$ cat config.mk
export PLATFORM = sky130hd
export DESIGN_NAME = cordic_mag_post
export DESIGN_NICKNAME = d
export VERILOG_FILES = /design/src/rtl/cordic_pkg.sv /design/src/rtl/cordic_post_fifo.sv /design/src/rtl/cordic_mag_post.sv
export SDC_FILE = /design/constraint.sdc
export NUM_CORES = 2
export LEC_CHECK = 0
export ABC_AREA = 1
export BUFFER_PORTS_ARGS = -buffer_cell sky130_fd_sc_hd__buf_2
export CAP_MARGIN = 30
export CORE_ASPECT_RATIO = 1.1
export CORE_UTILIZATION = 55
export DETAILED_ROUTE_END_ITERATION = 10
export GPL_TIMING_DRIVEN = 0
export PLACE_DENSITY = 0.75
export SLEW_MARGIN = 30
export SYNTH_ARGS = -nofsm -noshare
export SYNTH_HDL_FRONTEND = slang
export SYNTH_HIERARCHICAL = 1
export SYNTH_SLANG_ARGS = --single-unit
export TNS_END_PERCENT = 100
$ cat constraint.sdc
create_clock -name CLK -period 6.7 [get_ports CLK]
set_input_delay 1.34 -clock CLK [delete_from_list [all_inputs] [get_ports CLK]]
set_output_delay 1.34 -clock CLK [all_outputs]
set_load 0.05 [all_outputs]
$ cat src/rtl/cordic_pkg.sv
// Shared constants and helpers for the CORDIC magnitude post-processing block.
// Entry layout in the output FIFO is {A, X, SOL, EOL}, tags in the two LSBs.
package cordic_pkg;

    localparam int unsigned INV_GAIN_Q17  = 79593;
    localparam int unsigned GAIN_FRAC_DEF = 17;
    localparam int unsigned GAIN_W        = 18;

    localparam int unsigned EOL_BIT = 0;
    localparam int unsigned SOL_BIT = 1;
    localparam int unsigned TAG_W   = 2;

    typedef struct packed {
        logic sol;
        logic eol;
    } line_tag_t;

    function automatic int unsigned fifo_entry_w(input int unsigned w);
        return 2 * w + TAG_W;
    endfunction

endpackage

$ cat src/rtl/cordic_post_fifo.sv
// Synchronous show-ahead FIFO; head word is visible on rdata while !empty.
// A write into a full FIFO is accepted only when a read frees a slot in the same cycle.
module cordic_post_fifo #(
    parameter int unsigned W     = 8,
    parameter int unsigned DEPTH = 8
) (
    input  logic         CLK,
    input  logic         NGRST,
    input  logic         wr,
    input  logic [W-1:0] wdata,
    input  logic         rd,
    output logic [W-1:0] rdata,
    output logic         empty,
    output logic         full
);

    localparam int unsigned AW = $clog2(DEPTH);

    logic [W-1:0] r_mem [DEPTH];
    logic [AW:0]  r_wptr;
    logic [AW:0]  r_rptr;
    logic         w_do_rd;
    logic         w_do_wr;

    always_comb begin
        empty   = (r_wptr == r_rptr);
        full    = (r_wptr[AW] != r_rptr[AW]) && (r_wptr[AW-1:0] == r_rptr[AW-1:0]);
        w_do_rd = rd & ~empty;
        w_do_wr = wr & (~full | w_do_rd);
        rdata   = r_mem[r_rptr[AW-1:0]];
    end

    always_ff @(posedge CLK) begin
        if (!NGRST) begin
            r_wptr <= '0;
            r_rptr <= '0;
        end else begin
            if (w_do_wr) r_wptr <= r_wptr + 1'b1;
            if (w_do_rd) r_rptr <= r_rptr + 1'b1;
        end
    end

    // Storage is not reset: the pointers alone decide what is visible.
    always_ff @(posedge CLK) begin
        if (w_do_wr) r_mem[r_wptr[AW-1:0]] <= wdata;
    end

endmodule

$ cat src/rtl/cordic_mag_post.sv
// CORDIC vectoring-mode post stage: removes the CORDIC gain from XN, keeps AN aligned,
// tags scan-line start/end and buffers results in a show-ahead FIFO with sticky overflow.
module cordic_mag_post
    import cordic_pkg::*;
#(
    parameter int unsigned WIDTH      = 48,
    parameter int unsigned INV_GAIN   = INV_GAIN_Q17,
    parameter int unsigned GAIN_FRAC  = GAIN_FRAC_DEF,
    parameter int unsigned FIFO_DEPTH = 8,
    parameter int unsigned LINE_LEN   = 1024
) (
    input  logic             CLK,
    input  logic             NGRST,
    input  logic             DIN_VALID,
    input  logic [WIDTH-1:0] DIN_X,
    input  logic [WIDTH-1:0] DIN_A,
    input  logic             LINE_SYNC,
    input  logic             DOUT_READY,
    output logic             DOUT_VALID,
    output logic [WIDTH-1:0] DOUT_X,
    output logic [WIDTH-1:0] DOUT_A,
    output logic             DOUT_SOL,
    output logic             DOUT_EOL,
    output logic             OVFL,
    input  logic             CLR_OVFL
);

    localparam int unsigned PW    = WIDTH + GAIN_W;
    localparam int unsigned CW    = $clog2(LINE_LEN);
    localparam int unsigned EW    = fifo_entry_w(WIDTH);
    localparam int unsigned X_LSB = TAG_W;
    localparam int unsigned A_LSB = TAG_W + WIDTH;
    localparam logic [CW-1:0] LAST   = CW'(LINE_LEN - 1);
    localparam logic [PW-1:0] HALF   = PW'(1) << (GAIN_FRAC - 1);
    localparam logic [PW-1:0] GAIN_P = PW'(INV_GAIN);

    logic [CW-1:0]    r_cnt;
    logic [CW-1:0]    w_cnt_nxt;
    line_tag_t        w_tag;

    logic             r_s1_v;
    logic [WIDTH-1:0] r_s1_x;
    logic [WIDTH-1:0] r_s1_a;
    line_tag_t        r_s1_tag;

    logic             r_s2_v;
    logic [PW-1:0]    r_s2_p;
    logic [WIDTH-1:0] r_s2_a;
    line_tag_t        r_s2_tag;

    logic             r_s3_v;
    logic [WIDTH-1:0] r_s3_x;
    logic [WIDTH-1:0] r_s3_a;
    line_tag_t        r_s3_tag;

    logic [WIDTH-1:0] w_xclamp;
    logic [PW-1:0]    w_prod;
    logic [WIDTH-1:0] w_rnd_x;

    logic [EW-1:0]    w_wdata;
    logic [EW-1:0]    w_rdata;
    logic             w_empty;
    logic             w_full;
    logic             w_drop;
    logic             r_ovfl;

    // LINE_SYNC restarts the line: this sample is position 0, the next is position 1.
    always_comb begin
        w_tag.sol = (r_cnt == '0) || LINE_SYNC;
        w_tag.eol = (r_cnt == LAST) && !LINE_SYNC;
        if (LINE_SYNC)          w_cnt_nxt = CW'(1);
        else if (r_cnt == LAST) w_cnt_nxt = '0;
        else                    w_cnt_nxt = r_cnt + 1'b1;
    end

    always_ff @(posedge CLK) begin
        if (!NGRST) begin
            r_cnt    <= '0;
            r_s1_v   <= 1'b0;
            r_s1_x   <= '0;
            r_s1_a   <= '0;
            r_s1_tag <= '0;
        end else begin
            r_s1_v <= DIN_VALID;
            if (DIN_VALID) begin
                r_cnt    <= w_cnt_nxt;
                r_s1_x   <= DIN_X;
                r_s1_a   <= DIN_A;
                r_s1_tag <= w_tag;
            end
        end
    end

    always_comb begin
        w_xclamp = r_s1_x[WIDTH-1] ? '0 : r_s1_x;
        w_prod   = PW'(w_xclamp) * GAIN_P;
        w_rnd_x  = WIDTH'((r_s2_p + HALF) >> GAIN_FRAC);
    end

    always_ff @(posedge CLK) begin
        if (!NGRST) begin
            r_s2_v   <= 1'b0;
            r_s2_p   <= '0;
            r_s2_a   <= '0;
            r_s2_tag <= '0;
            r_s3_v   <= 1'b0;
            r_s3_x   <= '0;
            r_s3_a   <= '0;
            r_s3_tag <= '0;
        end else begin
            r_s2_v   <= r_s1_v;
            r_s2_p   <= w_prod;
            r_s2_a   <= r_s1_a;
            r_s2_tag <= r_s1_tag;
            r_s3_v   <= r_s2_v;
            r_s3_x   <= w_rnd_x;
            r_s3_a   <= r_s2_a;
            r_s3_tag <= r_s2_tag;
        end
    end

    always_comb begin
        w_wdata          = '0;
        w_wdata[A_LSB +: WIDTH] = r_s3_a;
        w_wdata[X_LSB +: WIDTH] = r_s3_x;
        w_wdata[SOL_BIT] = r_s3_tag.sol;
        w_wdata[EOL_BIT] = r_s3_tag.eol;
        w_drop           = r_s3_v & w_full & ~(DOUT_READY & ~w_empty);
    end

    cordic_post_fifo #(
        .W     (EW),
        .DEPTH (FIFO_DEPTH)
    ) u_fifo (
        .CLK   (CLK),
        .NGRST (NGRST),
        .wr    (r_s3_v),
        .wdata (w_wdata),
        .rd    (DOUT_READY),
        .rdata (w_rdata),
        .empty (w_empty),
        .full  (w_full)
    );

    // A drop in the same cycle as CLR_OVFL keeps the flag set.
    always_ff @(posedge CLK) begin
        if (!NGRST)        r_ovfl <= 1'b0;
        else if (w_drop)   r_ovfl <= 1'b1;
        else if (CLR_OVFL) r_ovfl <= 1'b0;
    end

    always_comb begin
        OVFL       = r_ovfl;
        DOUT_VALID = ~w_empty;
        DOUT_X     = '0;
        DOUT_A     = '0;
        DOUT_SOL   = 1'b0;
        DOUT_EOL   = 1'b0;
        if (!w_empty) begin
            DOUT_X   = w_rdata[X_LSB +: WIDTH];
            DOUT_A   = w_rdata[A_LSB +: WIDTH];
            DOUT_SOL = w_rdata[SOL_BIT];
            DOUT_EOL = w_rdata[EOL_BIT];
        end
    end

endmodule

Word-level counts from Yosys, hierarchy flattened:

Memory sizes are Yosys's and may differ from the RTL's. A register that Yosys moved wholly into a read port is not among the register bits.
Index checks and enable logic that the tools add are counted.

* muxes and demuxes: 13
* bitwise operators: 8
* equal/unequal tests: 4
* add/sub/neg operators: 4
* reductions and logical operators: 6
* multipliers: 1

Operator list (count)
* 2-to-1 mux 48 bit: 2
* adder 65 x 17 -> 65 bit (second input constant): 1
* multiplier 47 x 17 -> 64 bit (second input constant): 1
* 2-to-1 mux 47 bit: 1
* 2-to-1 mux 10 bit: 2
* adder 10 x 1 -> 10 bit (second input constant): 1
* == test 10 bit (second input constant): 1
* logical NOT 10 bit: 1
* adder 4 x 1 -> 4 bit (second input constant): 2
* 2-to-1 mux 1 bit: 6
* 2-to-1 mux 3 bit: 2
* AND 1 bit: 4
* == test 4 bit: 1
* == test 3 bit: 1
* inverter 1 bit: 3
* logical AND 1 bit: 2
* nonzero test 2 bit: 1
* logical NOT 1 bit: 1
* logical OR 1 bit: 1
* != test 1 bit: 1
* OR 1 bit: 1

* output and inout bits: 100
* register bits: 333
* logic and storage cells: 56
* memories: 1
* bits in writable memories: 784
* bits of input ports: 102

Memories
* u_fifo.r_mem: words 8, bits a word 98, rd ports 1, clocked after Yosys merged registers in 1, write ports 1, RTL line cordic_post_fifo.sv:19 `logic [W-1:0] r_mem [DEPTH];`

Depth between registers and ports, before layout:

* depth in word-level cells: 7
* depth in mapped cells: 32
* gate-level depth less buffers: 32

Cells and area by module:

Netlist, hierarchy kept.

By module, submodules not included
* cordic_post_fifo: instances 1, area each 31019.8 µm², seq. area each 23762.8 µm², cells an instance 2397
* cordic_mag_post: instances 1, area each 26594.3 µm², seq. area each 6165.9 µm², cells an instance 3502

Worst setup path before layout:

Ideal clock, no wire load.

* path kind: input to register
* start: input port DOUT_READY
* end: memory u_fifo/r_mem[1][0] (netlist bit) (enable)
* cell stages on the path: 4
* buffers on the path: 0
* data arrival time: 5778 ps
* setup slack: 366 ps
* setup time: 556 ps
* required time: 6144 ps
* path through: inv_1 -> nand4_2 -> nand3_1 -> nor2_1

* cells in the longest elaborated chain, start to end: 5

RTL lines
* start, declared: RTL line cordic_mag_post.sv:18 `input logic DOUT_READY,`
* AND 1 bit: RTL line cordic_post_fifo.sv:28 `w_do_rd = rd & ~empty;`
* OR 1 bit: RTL line cordic_post_fifo.sv:29 `w_do_wr = wr & (~full | w_do_rd);`
* AND 1 bit: RTL line cordic_post_fifo.sv:29
* 2-to-1 mux 1 bit: RTL line cordic_post_fifo.sv:45 `if (w_do_wr) r_mem[r_wptr[AW-1:0]] <= wdata;`
* 2-to-1 mux 1 bit (not written as such): RTL line cordic_post_fifo.sv:45
* end, declared: RTL line cordic_post_fifo.sv:19

No other way between the ends.

Final worst setup path:

* start: register r_s1_x[47]
* end: register r_s2_p[59]

* cells in the longest elaborated chain, start to end: 2

RTL lines
* start, declared: RTL line cordic_mag_post.sv:42 `logic [WIDTH-1:0] r_s1_x;`
* start signal, assigned: RTL line cordic_mag_post.sv:80 `r_s1_x <= '0;`
* start signal, assigned: RTL line cordic_mag_post.sv:87 `r_s1_x <= DIN_X;`
* 2-to-1 mux 47 bit: RTL line cordic_mag_post.sv:95 `w_xclamp = r_s1_x[WIDTH-1] ? '0 : r_s1_x;`
* multiplier 47 x 17 -> 64 bit: RTL line cordic_mag_post.sv:96 `w_prod = PW'(w_xclamp) * GAIN_P;`
* end signal, assigned: RTL line cordic_mag_post.sv:112 `r_s2_p <= w_prod;`
* end, declared: RTL line cordic_mag_post.sv:47 `logic [PW-1:0] r_s2_p;`

No other way between the ends.
A chain may end at the register's enable or synchronous reset.

==> out/summary.txt <==
status: completed
drt pass-1 iters: 8
Synth cell types: 56
Hold WC Path Type: reg -> reg
Post-Place Cells: 7530
LEAKAGE: 0.0286 µW
H-Tree Depth: 3
ys async rst share: 0%
crit end category: flop
Final Util: 63.4%
Mapped Area: 0.0576 mm²
Avg WL per Cell: 20.9 µm
Vias/cell: 5.53
non-filler instance count after layout: 7765
Critical Path Slowest Stage Cell: fa_1
die extent in x: 311 µm
largest net degree at the start of global routing: 61
die area: 0.106 mm²
Final nets: 6915
Crit Path Class: reg -> reg
worst skew pair latency: 0.73 ns
Pwr per Cell Area: 396 mW/mm²
max_cap viols: 0
Final min period: 6.48 ns
Max transition margin: 31.0%
Die Y: 341 µm
I/O pins: 202
global-route wire length before repair: 245 mm
most frequent CP cell: fa_1
# port buffers: 201
Rows: 124
number of global-route vias before repair: 42700
Final Hold Fails: 0
period utilisation layout: 96.7%
share of post-route cells with drive strength above 1: 10.9%
Setup violations, final: 0
Clock transition at path regs: 0.06 ns
Slew @ Worst Pin: 1.04 ns
crit path DAT: 7.10 ns
DRT iter0 DRCs: 4063
TritonCTS Sinks: 1103
Multi-input gate area: 0.0233 mm²
CTS root buffer: clkbuf_16
Synth Warn #: 6
Setup crit start kind: flop
Post-synth EDFFs: 784
Syn Nets: 6532
Max Slew Vio Count: 0
Avg Inst Size Synth: 9.77 µm²
fmax: 0.154 GHz
antenna violations before repair: 5
initial core utilization: 55.4%
GRT Total Usage: 30.5%
TritonCTS buffer count: 108
CTS tree: done
dpl ws: -0.899 ns
Tot Pwr: 26100 µW
Peak VDD IR: 0.000264 V
Clock Skews: 0.0429 ns
Worst EP required: 7.32 ns
crit path max fanout: 10
sequential share of the synthesized area: 51.9%
FF+latch count, synth: 1103
register area: 0.0299 mm²
GP Congestion: 0.969
drt total wl: 162 mm
unrepaired setup endpoints after global routing: yes
Post-DRT Antenna Nets: 0
Via Count: 42900
DP HPWL: 117 mm
CP max stage delay: 0.54 ns
CTS Buffer Depth: 3
CTS Hold Buffers Added: 0
fillers: 8170
core area: 0.104 mm²
Post-Synthesis Cells: 5899
Syn-to-layout area delta: 14.3%
setup ws final: 0.223 ns
drc violations: 0
total global routing overflow: 0
Primary FF master, synth: edfxtp_1
final timing paths:
kind	startpoint	endpoint	slack (ns)	depth (start not counted)
max	r_s1_x[47]	r_s2_p[59]	0.22	28
min	r_s1_a[24]	r_s2_a[24]	0.40	2
max reg2reg	r_s1_x[47]	r_s2_p[59]	0.22	28
min reg2reg	r_s1_a[24]	r_s2_a[24]	0.40	2
cells in the final DEF, fill, tap and decap left out, drive strengths merged, types with 5 or more instances in the layout:
master | netlist | routed
nor2 | 1024 | 1024
inv | 966 | 971
edfxtp | 784 | 784
nand2 | 759 | 759
o21ai | 540 | 540
buf | 90 | 363
dfxtp | 319 | 319
a21oi | 318 | 318
fa | 300 | 300
clkbuf | 128 | 275
ha | 231 | 231
a31oi | 103 | 103
nand3 | 77 | 77
o22ai | 48 | 48
nor3 | 47 | 47
clkinv | 0 | 42
xor2 | 38 | 38
a21o | 19 | 19
nand4 | 19 | 19
xnor2 | 17 | 17
nor4 | 13 | 13
or2 | 12 | 12
o21a | 10 | 10
o21bai | 8 | 8
clkinvlp | 0 | 6
bufinv | 0 | 6
nor3b | 5 | 5
state kept, by name (all words and copies together) (netlist names), 2 cells and up, named ones only:
name,cells
u_fifo/r_rptr,4
r_s1_a,48
r_s2_tag,2
r_s1_x,48
u_fifo/r_mem,784
r_s3_a,48
u_fifo/r_wptr,4
r_s2_a,48
r_s2_p,48
r_cnt,10
r_s1_tag,2
r_s3_tag,2
r_s3_x,48
critical path: cells and delay by family (launching register included):
family                   cells  cell delay (ns)
flip-flops                   1             0.32
adder cells (fa/ha/maj)      7             3.36
AND/OR/NAND/NOR             10             1.38
buffers and inverters       11             1.29
per-layer routing:
metal | global-route usage [%] | routed length (µm)
met3 | 4.58 | 12500
met4 | 16.3 | 8780
met2 | 52.8 | 79800
met5 | 0 | 58
met1 | 36.7 | 61400
cell usage after synthesis, drive strengths merged, types with 5 or more instances:
cell type / number / area (µm²)
dfxtp: 319 / 6390
nor2: 1024 / 3910
buf: 90 / 656
xor2: 38 / 333
o22ai: 48 / 300
nand2: 759 / 2870
a21oi: 318 / 1590
clkbuf: 128 / 487
ha: 231 / 2890
a31oi: 103 / 644
o21ai: 540 / 2710
edfxtp: 784 / 23500
or2: 12 / 75.1
nand3: 77 / 410
o21bai: 8 / 63.8
inv: 966 / 3630
nand4: 19 / 150
a21o: 19 / 143
o21a: 10 / 75.1
nor4: 13 / 96.3
xnor2: 17 / 149
nor3: 47 / 252
fa: 300 / 6010
nor3b: 5 / 52.6
cell families after synthesis:
logic type / after synthesis / synth area share [%]
flops: 1103 / 51.9
simple gates: 1963 / 13.7
xor+xnor: 55 / 0.836
compound gates: 1063 / 9.84
buf+inv: 1184 / 8.28
fa+ha+maj: 531 / 15.4
power by group:
| group | switching (µW) | leakage (µW) | total [µW] | internal, µW |
|---|---|---|---|---|
| registers | 283 | 0.00981 | 7990 | 7700 |
| logic | 8180 | 0.0169 | 11900 | 3740 |
| clock network | 2680 | 0.00184 | 6200 | 3520 |
| total | 11100 | 0.0286 | 26100 | 15000 |
what timing repair did:
item	CTS	global route
resized for setup	45	75
setup buffers	5	23
endpoints found under the setup margin	37	37
pin swaps	2	11
endpoints found under the hold margin	0	0
area by class of cell:
cell class / count / share of cell area, %
repair buffers: 273 / 3.63
clock inverters: 59 / 0.923
inverters: 966 / 5.54
well taps: 1386 / 2.63
plain buffers: 218 / 1.80
clock buffers: 147 / 4.71
multi-input cells: 3612 / 35.3
diodes: 1 / 0.00380
flip-flops and latches: 1103 / 45.4
through the flow:
| stage | hold WS (ns) | TNS (ns) | cell area, µm² |
|---|---|---|---|
| 2_1_floorplan | 0.390 | 0 | 57600 |
| 5_1_grt | 0.423 | -0.0153 | 65900 |
| 3_3_place_gp | 0.393 | -2530.26 | 60400 |
| 4_1_cts | 0.406 | -0.00899 | 65500 |
| 6_report | 0.402 | 0 | 65900 |
| 3_5_place_dp | 0.397 | -16.59 | 61600 |
Power figures use the tool's default switching activity.
